<file path="src/rtl/uart_tx_arbiter.sv">
// Round-robin arbiter sharing one UART transmitter among NUM_REQ byte sources.
// Define UART_ARB_PKT_LOCK_EN to hold the grant on one requester until req_last.
module uart_tx_arbiter #(
    parameter int NUM_REQ = 4,
    parameter int IDW     = $clog2(NUM_REQ)
) (
    input  logic                 clk,
    input  logic                 rst,
    input  logic [NUM_REQ-1:0]   req_valid,
    input  logic [8*NUM_REQ-1:0] req_data,
    input  logic [NUM_REQ-1:0]   req_last,
    output logic [NUM_REQ-1:0]   req_ready,
    output logic                 uart_transmit,
    output logic [7:0]           uart_tx_byte,
    input  logic                 uart_is_transmitting,
    output logic [IDW-1:0]       grant_id,
    output logic                 busy
);

    typedef enum logic [1:0] {
        IDLE,
        LAUNCH,
        WAIT_START,
        WAIT_DONE
    } state_t;

    state_t         state;
    state_t         state_next;
    logic [IDW-1:0] ptr;
    logic [IDW-1:0] rr_winner;
    logic [IDW-1:0] winner;
    logic           rr_found;
    logic           found;
    logic           grant;
    int unsigned    scan_idx;
    logic [7:0]     req_bytes [NUM_REQ];

    for (genvar g = 0; g < NUM_REQ; g++) begin : g_bytes
        assign req_bytes[g] = req_data[8*g +: 8];
    end

    // First valid requester at or after ptr, wrapping modulo NUM_REQ.
    always_comb begin
        rr_found  = 1'b0;
        rr_winner = '0;
        scan_idx  = 0;
        for (int unsigned k = 0; k < NUM_REQ; k++) begin
            scan_idx = (32'(ptr) + k) % NUM_REQ;
            if (!rr_found && req_valid[IDW'(scan_idx)]) begin
                rr_found  = 1'b1;
                rr_winner = IDW'(scan_idx);
            end
        end
    end

`ifdef UART_ARB_PKT_LOCK_EN
    logic           lock;
    logic [IDW-1:0] lock_id;

    always_comb begin
        found  = rr_found;
        winner = rr_winner;
        if (lock) begin
            found  = req_valid[lock_id];
            winner = lock_id;
        end
    end

    // req_last is captured with the byte, so it reflects the accepted byte.
    always_ff @(posedge clk or posedge rst) begin
        if (rst) begin
            lock    <= 1'b0;
            lock_id <= '0;
        end else if (grant) begin
            lock    <= !req_last[winner];
            lock_id <= winner;
        end
    end
`else
    logic unused_last;
    assign unused_last = ^req_last;
    assign found       = rr_found;
    assign winner      = rr_winner;
`endif

    assign grant = (state == IDLE) && found;

    always_ff @(posedge clk or posedge rst) begin
        if (rst) begin
            state <= IDLE;
        end else begin
            state <= state_next;
        end
    end

    always_comb begin
        state_next    = state;
        uart_transmit = 1'b0;
        req_ready     = '0;
        busy          = (state != IDLE);
        case (state)
            IDLE: begin
                if (found) begin
                    state_next = LAUNCH;
                end
            end
            LAUNCH: begin
                uart_transmit       = 1'b1;
                req_ready[grant_id] = 1'b1;
                state_next          = WAIT_START;
            end
            WAIT_START: begin
                if (uart_is_transmitting) begin
                    state_next = WAIT_DONE;
                end
            end
            WAIT_DONE: begin
                if (!uart_is_transmitting) begin
                    state_next = IDLE;
                end
            end
            default: state_next = IDLE;
        endcase
    end

    always_ff @(posedge clk or posedge rst) begin
        if (rst) begin
            uart_tx_byte <= '0;
            grant_id     <= '0;
            ptr          <= '0;
        end else if (grant) begin
            uart_tx_byte <= req_bytes[winner];
            grant_id     <= winner;
            ptr          <= (winner == IDW'(NUM_REQ - 1)) ? '0 : winner + 1'b1;
        end
    end

endmodule

</file>
<file path="config.mk">
export PLATFORM = sky130hd
export DESIGN_NAME = uart_tx_arbiter
export DESIGN_NICKNAME = d
export VERILOG_FILES = /design/src/rtl/uart_tx_arbiter.sv
export SDC_FILE = /design/constraint.sdc
export NUM_CORES = 1
export LEC_CHECK = 0
export BUFFER_PORTS_ARGS = -buffer_cell sky130_fd_sc_hd__buf_2
export CAP_MARGIN = 15
export CORE_MARGIN = 2
export CORE_UTILIZATION = 39
export CTS_CLUSTER_SIZE = 16
export DETAILED_ROUTE_END_ITERATION = 8
export PLACE_DENSITY = 0.75
export SYNTH_ARGS = -nofsm -noshare
export SYNTH_HDL_FRONTEND = slang
export SYNTH_SLANG_ARGS = --single-unit
</file>
<file path="constraint.sdc">
create_clock -name clk -period 1.6 [get_ports clk]
set_input_delay 0.16 -clock clk [delete_from_list [all_inputs] [get_ports clk]]
set_output_delay 0.16 -clock clk [all_outputs]
set_load 0.1 [all_outputs]
</file>
==> impl_metrics.yaml, run 1 <==
status:
  status: "completed"
die:
  die_area_mm2: 0.00304
  initial_core_util_pct: 41.2
  boundaryPins: 59
  core_area_mm2: 0.00248
  die_h_um: 55.1
  chipWidth_um: 55.1
  rows: 18
detailed_routing:
  via_count: 1072
  drt_iter0_drc: 12
  via_per_inst: 5.18
  wl_per_cell_um: 11.9
  wl_mm: 2.47
  dr.pass1.iters: 4
  ant_nets: 0
  remaining_drc_errors: 0
logic_synthesis:
  ys_ff_latch: 14
  synth_edf_count: 0
  yosys_warnings: 0
  synth.net_count: 162
  synth_top_area_share_pct: 34.4
  syn-cell-area_mm2: 0.00102
  yosysSeqAreaShare_pct: 34.4
  ys_async_sr_fraction_pct: 100
  synth_top_cell_by_area: "dfrtp_1"
  synth_area_leaders: "dfrtp_1, mux2i_1, ha_1"
  synth_ff_type: "dfrtp_1"
  ys_top_cells_by_count: "dfrtp_1, nand2_1, o21ai_0"
  netlist_instances: 114
  syn_area_per_cell_um2: 8.94
  synth.distinct_cells: 30
setup_path:
  crit_chain: "inv_2, buf_6, ha_4, nor3b_4, buf_12"
  max_stage_delay_ps: 400
  critical-path-top-delay-family: "flip-flops"
  endpoint_kind: "output pin"
  crit_slowest_cell: "dfrtp_1"
  startpoint_type: "register"
  crit_buf_inv: 3
  cp_max_fo: 5
  crit_type: "register to output pin"
  required_ps: 1440
  arrival_ps: 1400
layout:
  num_antenna_cells: 0
  design_area_mm2: 0.00157
  drive_gt1_share_pct: 48.0
  area_delta_synth_final_pct: 54.1
  fin_nets: 226
  instances_no_fill: 207
grt:
  grt_pass1_vias: 984
  grtUsageTotal_pct: 18.1
  grt_max_degree: 18
  grt_overflow: 0
  grt_pass1_wl_mm: 4.02
  antenna_found_initial: 0
sta:
  period_needed_ps: 1560
  slew_headroom_pct: 66.5
  fin_skew_ps: 1.24
  tightest_slew_ps: 503
  finalHoldViolations: 0
  slew_viol_final: 0
  fmax_mhz: 639
  setup_tns_ps: 0
  rsz0062_at_grt: "true"
  setup_viol: 0
  holdWs_ps: 191
  fin_crit_sh_pct: 97.8
min_path:
  hold_class: "primary input to register"
placement:
  numPortBuffers: 54
  placed_area_mm2: 0.00147
  dp.cells: 200
  dp_hpwl_mm: 2.03
  gp_congestion: 0.705
clocking:
  insertion_delay_ps: 270
  cts_sinks: 14
  path_clk_slew_ps: 80
  clock_path_buffers: 2
  cts_tree: "built"
  cts_max_level: 1
  cts_root_buf: "clkbuf_4"
  numCtsBuffers: 3
run:
  cap_violations: 0
## metrics by stage
stage	utilization [%]	worst slack (ps)
after global routing	63.4	-28.9
after floorplan	-	-287
after global placement	59.5	39.2
after detailed placement	59.5	-3.47
final	63.4	35.3
after CTS	62.0	1.37
## worst register-to-register path, delay by kind of cell (launching register included)
family	cells	cell delay, ps
flip-flops	1	440
multiplexers	1	170
AND/OR/NAND/NOR	2	420
AO/OA/AOI/OAI	2	380
## cell type report
cell class	count	area [µm²]
clock buffer	4	36.3
fill	218	906
inverter	6	22.5
multi-input combinational	89	681
sequential	14	353
tap	30	37.5
timing repair buffer	64	442
## final timing paths
check	start	end	slack [ps]	cells past startpoint
setup / recovery	state[1]	req_ready[0]	40	5
hold / removal	req_data[26]	uart_tx_byte[2]	190	3
setup reg to reg	ptr[1]	uart_tx_byte[6]	60	5
hold reg to reg	uart_tx_byte[0]	uart_tx_byte[0]	500	2
max in group asynchronous	rst	grant_id[0]	790	3
min in group asynchronous	rst	uart_tx_byte[2]	440	3
## cell families (layout without fill, tap and decap cells)
kind of cell,Yosys count,in the layout,synth area share (%)
AO/OA/AOI/OAI,38,38,25.2
XOR/XNOR,1,1,0.859
adder cells (fa/ha/maj),5,5,6.13
buffers and inverters,11,74,5.15
flip-flops,14,14,34.4
multiplexers,9,9,8.83
AND/OR/NAND/NOR,36,36,19.5
## per-layer routing
layer / GRT usage (%) / routed length, µm
met1: 21.7 / 998
met5: 0 / 0
met4: 7.32 / 40
met3: 0.269 / 148
met2: 33.9 / 1280
## flip-flops by register name, indices dropped and copies added, names as in the netlist
register      count
uart_tx_byte      8
state             2
ptr               2
grant_id          2
## cell usage in the layout, fill, tap and decap left out, types with 2 or more instances in the layout
| master | instances |
|---|---|
| buf_2 | 48 |
| nand2_1 | 14 |
| dfrtp_1 | 12 |
| mux2i_1 | 9 |
| and3_1 | 8 |
| a21boi_0 | 8 |
| o211ai_1 | 8 |
| buf_4 | 8 |
| o21ai_0 | 7 |
| o21ai_1 | 6 |
| buf_12 | 6 |
| inv_1 | 5 |
| nor2b_1 | 3 |
| ha_1 | 3 |
| clkbuf_4 | 3 |
| a221oi_2 | 2 |
| nand2b_1 | 2 |
| a21oi_1 | 2 |
| dfrtp_2 | 2 |
## what timing repair did
action / in CTS / in global routing
gates cloned: 0 / 0
hold buffers: 1 / 0
pin swaps: 0 / 3
endpoints found under the setup margin: 10 / 14
endpoints found under the hold margin: 14 / 0
gates resized for setup: 2 / 10
buffers inserted: 1 / 1
Power of run 1 is left out: the tool's default activity adds up to more than one toggle a clock period on the data nets, which glitch-free logic cannot reach.
==> run 2, diff against run 1 <==
- PLACE_DENSITY: 0.75 -> 0.79
==> impl_metrics.yaml, run 2 (synthesized netlist as in run 1, its figures left out) <==
grt:
  antenna_found_initial: 0
  grt_overflow: 0
  grtUsageTotal_pct: 19.2
  busiest_layer: "met2"
  use_met1_pct: 22.4
  gr-usage-met2_pct: 35.9
  grt_max_degree: 18
  grt_pass1_vias: 984
  groute.layer.met3.usage_pct: 3.49
  grt_pass1_wl_mm: 4.17
die:
  initial_core_util_pct: 41.2
  rows: 18
  die_h_um: 55.1
  chipWidth_um: 55.1
  boundaryPins: 59
  die_area_mm2: 0.00304
  core_area_mm2: 0.00248
setup_path:
  required_ps: 1740
  endpoint_kind: "register"
  ff2ff_setup_slack_ps: 50
  arrival_ps: 1690
  rr_endpoint: "uart_tx_byte[1]"
  reg2reg_from: "ptr[1]"
  cp_max_fo: 7
  crit_start: "ptr[1]"
  crit_type: "register to register"
  startpoint_type: "register"
  rr_worst_depth: 6
  crit_end: "uart_tx_byte[1]"
clocking:
  insertion_delay_ps: 260
  path_clk_slew_ps: 80
  numCtsBuffers: 3
  clock_path_buffers: 2
  cts_sinks: 14
  cts_root_buf: "clkbuf_4"
  cts_max_level: 1
  cts_tree: "built"
sta:
  fmax_mhz: 644
  rsz0062_at_grt: "true"
  setup_viol: 0
  slew_viol_final: 0
  slew_headroom_pct: 65.1
  fin_crit_sh_pct: 97.1
  finalWorstSetupSlack_ps: 46.2
  tightest_slew_ps: 523
  period_needed_ps: 1550
  fin_skew_ps: 4.53
  finalHoldViolations: 0
run:
  cap_violations: 0
layout:
  instances_no_fill: 211
  area_delta_synth_final_pct: 55.6
  fin_nets: 230
  mostFrequentLayoutCells: "buf_2, nand2_1, buf_4, dfrtp_1"
  num_antenna_cells: 0
  final_util_pct: 64.0
  largest-register: "uart_tx_byte"
  mostFrequentLayoutCell: "buf_2"
  largest_register_ffs: 8
  drive_gt1_share_pct: 48.6
status:
  status: "completed"
placement:
  dp.cells: 203
  dp_hpwl_mm: 2.17
  place_ws_ps: -53.3
  gp_congestion: 0.709
  numPortBuffers: 54
detailed_routing:
  via_count: 1084
  wl_per_cell_um: 12.5
  wl_mm: 2.64
  remaining_drc_errors: 0
  dr.pass1.iters: 4
  ant_nets: 0
  via_per_inst: 5.14
  drt_iter0_drc: 21
min_path:
  hold_class: "primary input to register"
==> run 2: final cells by class <==
| class | count | area (µm²) |
|---|---|---|
| clock buffers | 4 | 26.3 |
| fillers | 221 | 891 |
| inverters | 6 | 22.5 |
| multi-input cells | 89 | 674 |
| flip-flops and latches | 14 | 354 |
| well taps | 30 | 37.5 |
| repair buffers | 68 | 472 |
==> run 2: metal layers <==
| metal | routed length [µm] | vias up |
|---|---|---|
| li1 | - | 542 |
| met1 | 1050 | 497 |
| met2 | 1410 | 43 |
| met3 | 166 | 2 |
| met4 | 15 | 0 |
| met5 | 0 | - |
==> run 2: what timing repair did <==
action | CTS | global route
buffers inserted | 1 | 2
gates resized for setup | 2 | 9
hold buffers | 1 | 0
setup endpoints to repair | 8 | 15
hold endpoints to repair | 14 | 0
gates cloned | 0 | 0
pin swaps | 1 | 2
==> run 2: worst min-delay path by stage <==
stage               cells past startpoint              end  slack, ps          from
global placement                        2  uart_tx_byte[3]        210           rst
floorplan                               1           ptr[0]         50           rst
CTS                                     3  uart_tx_byte[2]        200  req_data[18]
global route                            3  uart_tx_byte[3]        200  req_data[19]
finish                                  3  uart_tx_byte[2]        200  req_data[18]
detailed placement                      2  uart_tx_byte[3]        220           rst
==> run 2: per-stage QoR <==
stage | cell area, µm² | hold WS, ps | setup TNS, ps
2_1_floorplan | 1060 | 49.1 | -312
3_3_place_gp | 1500 | 213 | 0
3_5_place_dp | 1500 | 221 | -119
4_1_cts | 1550 | 205 | 0
5_1_grt | 1590 | 205 | -318
6_report | 1590 | 205 | 0
==> run 2: worst max-delay path, cell delays in order (launching register included) <==
cell and delay, ps:
dfrtp_2 440, mux2i_1 130, o22a_2 240, buf_4 160, and3_1 150, o21ai_0 170, o211ai_1 120
Power of run 2 is left out for the same reason.
==> run 3, diff against run 2 <==
- CORE_UTILIZATION: 39 -> 41
- CTS_BUF_LIST: unset -> sky130_fd_sc_hd__clkbuf_4
- PLACE_DENSITY: 0.79 -> 0.83
==> impl_metrics.yaml, run 3 (synthesized netlist as in run 1, its figures left out) <==
setup_path:
  startpoint_type: "register"
  required_ps: 1440
  endpoint_kind: "output pin"
  ff2ff_setup_slack_ps: 60
  max_stage_delay_ps: 400
  crit_type: "register to output pin"
  reg2reg_from: "ptr[1]"
  arrival_ps: 1420
  crit_chain: "inv_2, buf_6, ha_4, nor3b_4, buf_12"
  rr_endpoint: "uart_tx_byte[0]"
  crit_slowest_cell: "dfrtp_1"
  cp_max_fo: 5
  rr_worst_depth: 5
sta:
  period_needed_ps: 1580
  slew_headroom_pct: 64.4
  finalHoldViolations: 0
  setup_tns_ps: 0
  fmax_mhz: 633
  fin_crit_sh_pct: 98.7
  setup_viol: 0
  rsz0062_at_grt: "true"
  slew_viol_final: 0
  fin_skew_ps: 2.69
  tightest_slew_ps: 529
die:
  die_area_mm2: 0.00290
  die_h_um: 53.9
  chipWidth_um: 53.9
  rows: 18
  initial_core_util_pct: 42.3
  boundaryPins: 59
  core_area_mm2: 0.00241
clocking:
  clock_path_buffers: 2
  cts_max_level: 1
  cts_root_buf: "clkbuf_4"
  path_clk_slew_ps: 80
  insertion_delay_ps: 280
  numCtsBuffers: 3
  cts_sinks: 14
  cts_tree: "built"
layout:
  fin_nets: 229
  multi_input_area_um2: 681
  largest-register: "uart_tx_byte"
  seqCellArea_um2: 353
  num_antenna_cells: 0
  mostFrequentLayoutCell: "buf_2"
  fill_cells: 192
  largest_register_ffs: 8
  area_delta_synth_final_pct: 56.9
  mostFrequentLayoutCells: "buf_2, nand2_1, dfrtp_1, o21ai_0, buf_4"
  design_area_mm2: 0.00160
  drive_gt1_share_pct: 48.9
  instances_no_fill: 210
min_path:
  hold_path_end: "uart_tx_byte[2]"
  min_from: "req_data[18]"
  hold_class: "primary input to register"
  hold_depth: 3
grt:
  grt_max_degree: 18
  grt_pass1_wl_mm: 4.34
  grtUsageTotal_pct: 20.2
  antenna_found_initial: 0
  grt_pass1_vias: 1113
  grt_overflow: 0
placement:
  numPortBuffers: 54
  placed_area_mm2: 0.00149
  dp.cells: 200
  dp_hpwl_mm: 2.15
  gp_congestion: 0.848
detailed_routing:
  via_per_inst: 5.30
  remaining_drc_errors: 0
  via_count: 1112
  ant_nets: 0
  wl_mm: 2.70
  drt_iter0_drc: 23
  wl_per_cell_um: 12.8
  dr.pass1.iters: 4
status:
  status: "completed"
run:
  cap_violations: 0
## run 3: what timing repair did
item | 4_1_cts | 5_1_grt
pin swaps | 1 | 3
gates cloned | 0 | 0
endpoints found under the setup margin | 12 | 13
resized for setup | 3 | 5
hold endpoints to repair | 14 | 0
setup buffers | 2 | 3
hold buffers | 1 | 0
## run 3: layout make-up
cell class / count / share of cell area [%]
well taps: 30 / 2.35
inverters: 6 / 1.41
multi-input cells: 89 / 42.5
flip-flops and latches: 14 / 22.0
repair buffers: 67 / 29.8
clock buffers: 4 / 1.88
## run 3: per-stage QoR
stage               hold WS [ps]  worst slack [ps]  util (%)
floorplan                   49.1              -287         -
global placement             214              57.3      61.8
detailed placement           237             -42.6      61.8
CTS                          188              11.8      64.7
global route                 192             -31.4      66.4
finish                       188              21.3      66.4
## run 3: layer usage
layer  GRT usage (%)  routed length, µm  vias to the layer above
met5               0                  0                        -
met3            2.22                169                        3
met4            7.26                 23                        0
met2            38.2               1350                       50
li1                -                  -                      542
met1            22.8               1160                      517
## run 3: worst max-delay path: cells and delay by family, from the launching register on
kind | cells | cell delay, ps
buffers and inverters | 3 | 380
adder cells (fa/ha/maj) | 1 | 140
flip-flops | 1 | 400
AND/OR/NAND/NOR | 1 | 210
## run 3: how the worst max path moves through the flow
stage                        start               to  slack [ps]  cells after the start
final                     state[1]     req_ready[0]          20                      5
after global routing      state[1]     req_ready[0]         -30                      5
after detailed placement  state[1]  uart_tx_byte[7]         -40                      5
after global placement    state[1]  uart_tx_byte[7]          60                      5
after floorplan           state[1]     req_ready[0]        -290                      3
after CTS                 state[1]     req_ready[0]          10                      5
Power of run 3 is left out for the same reason.
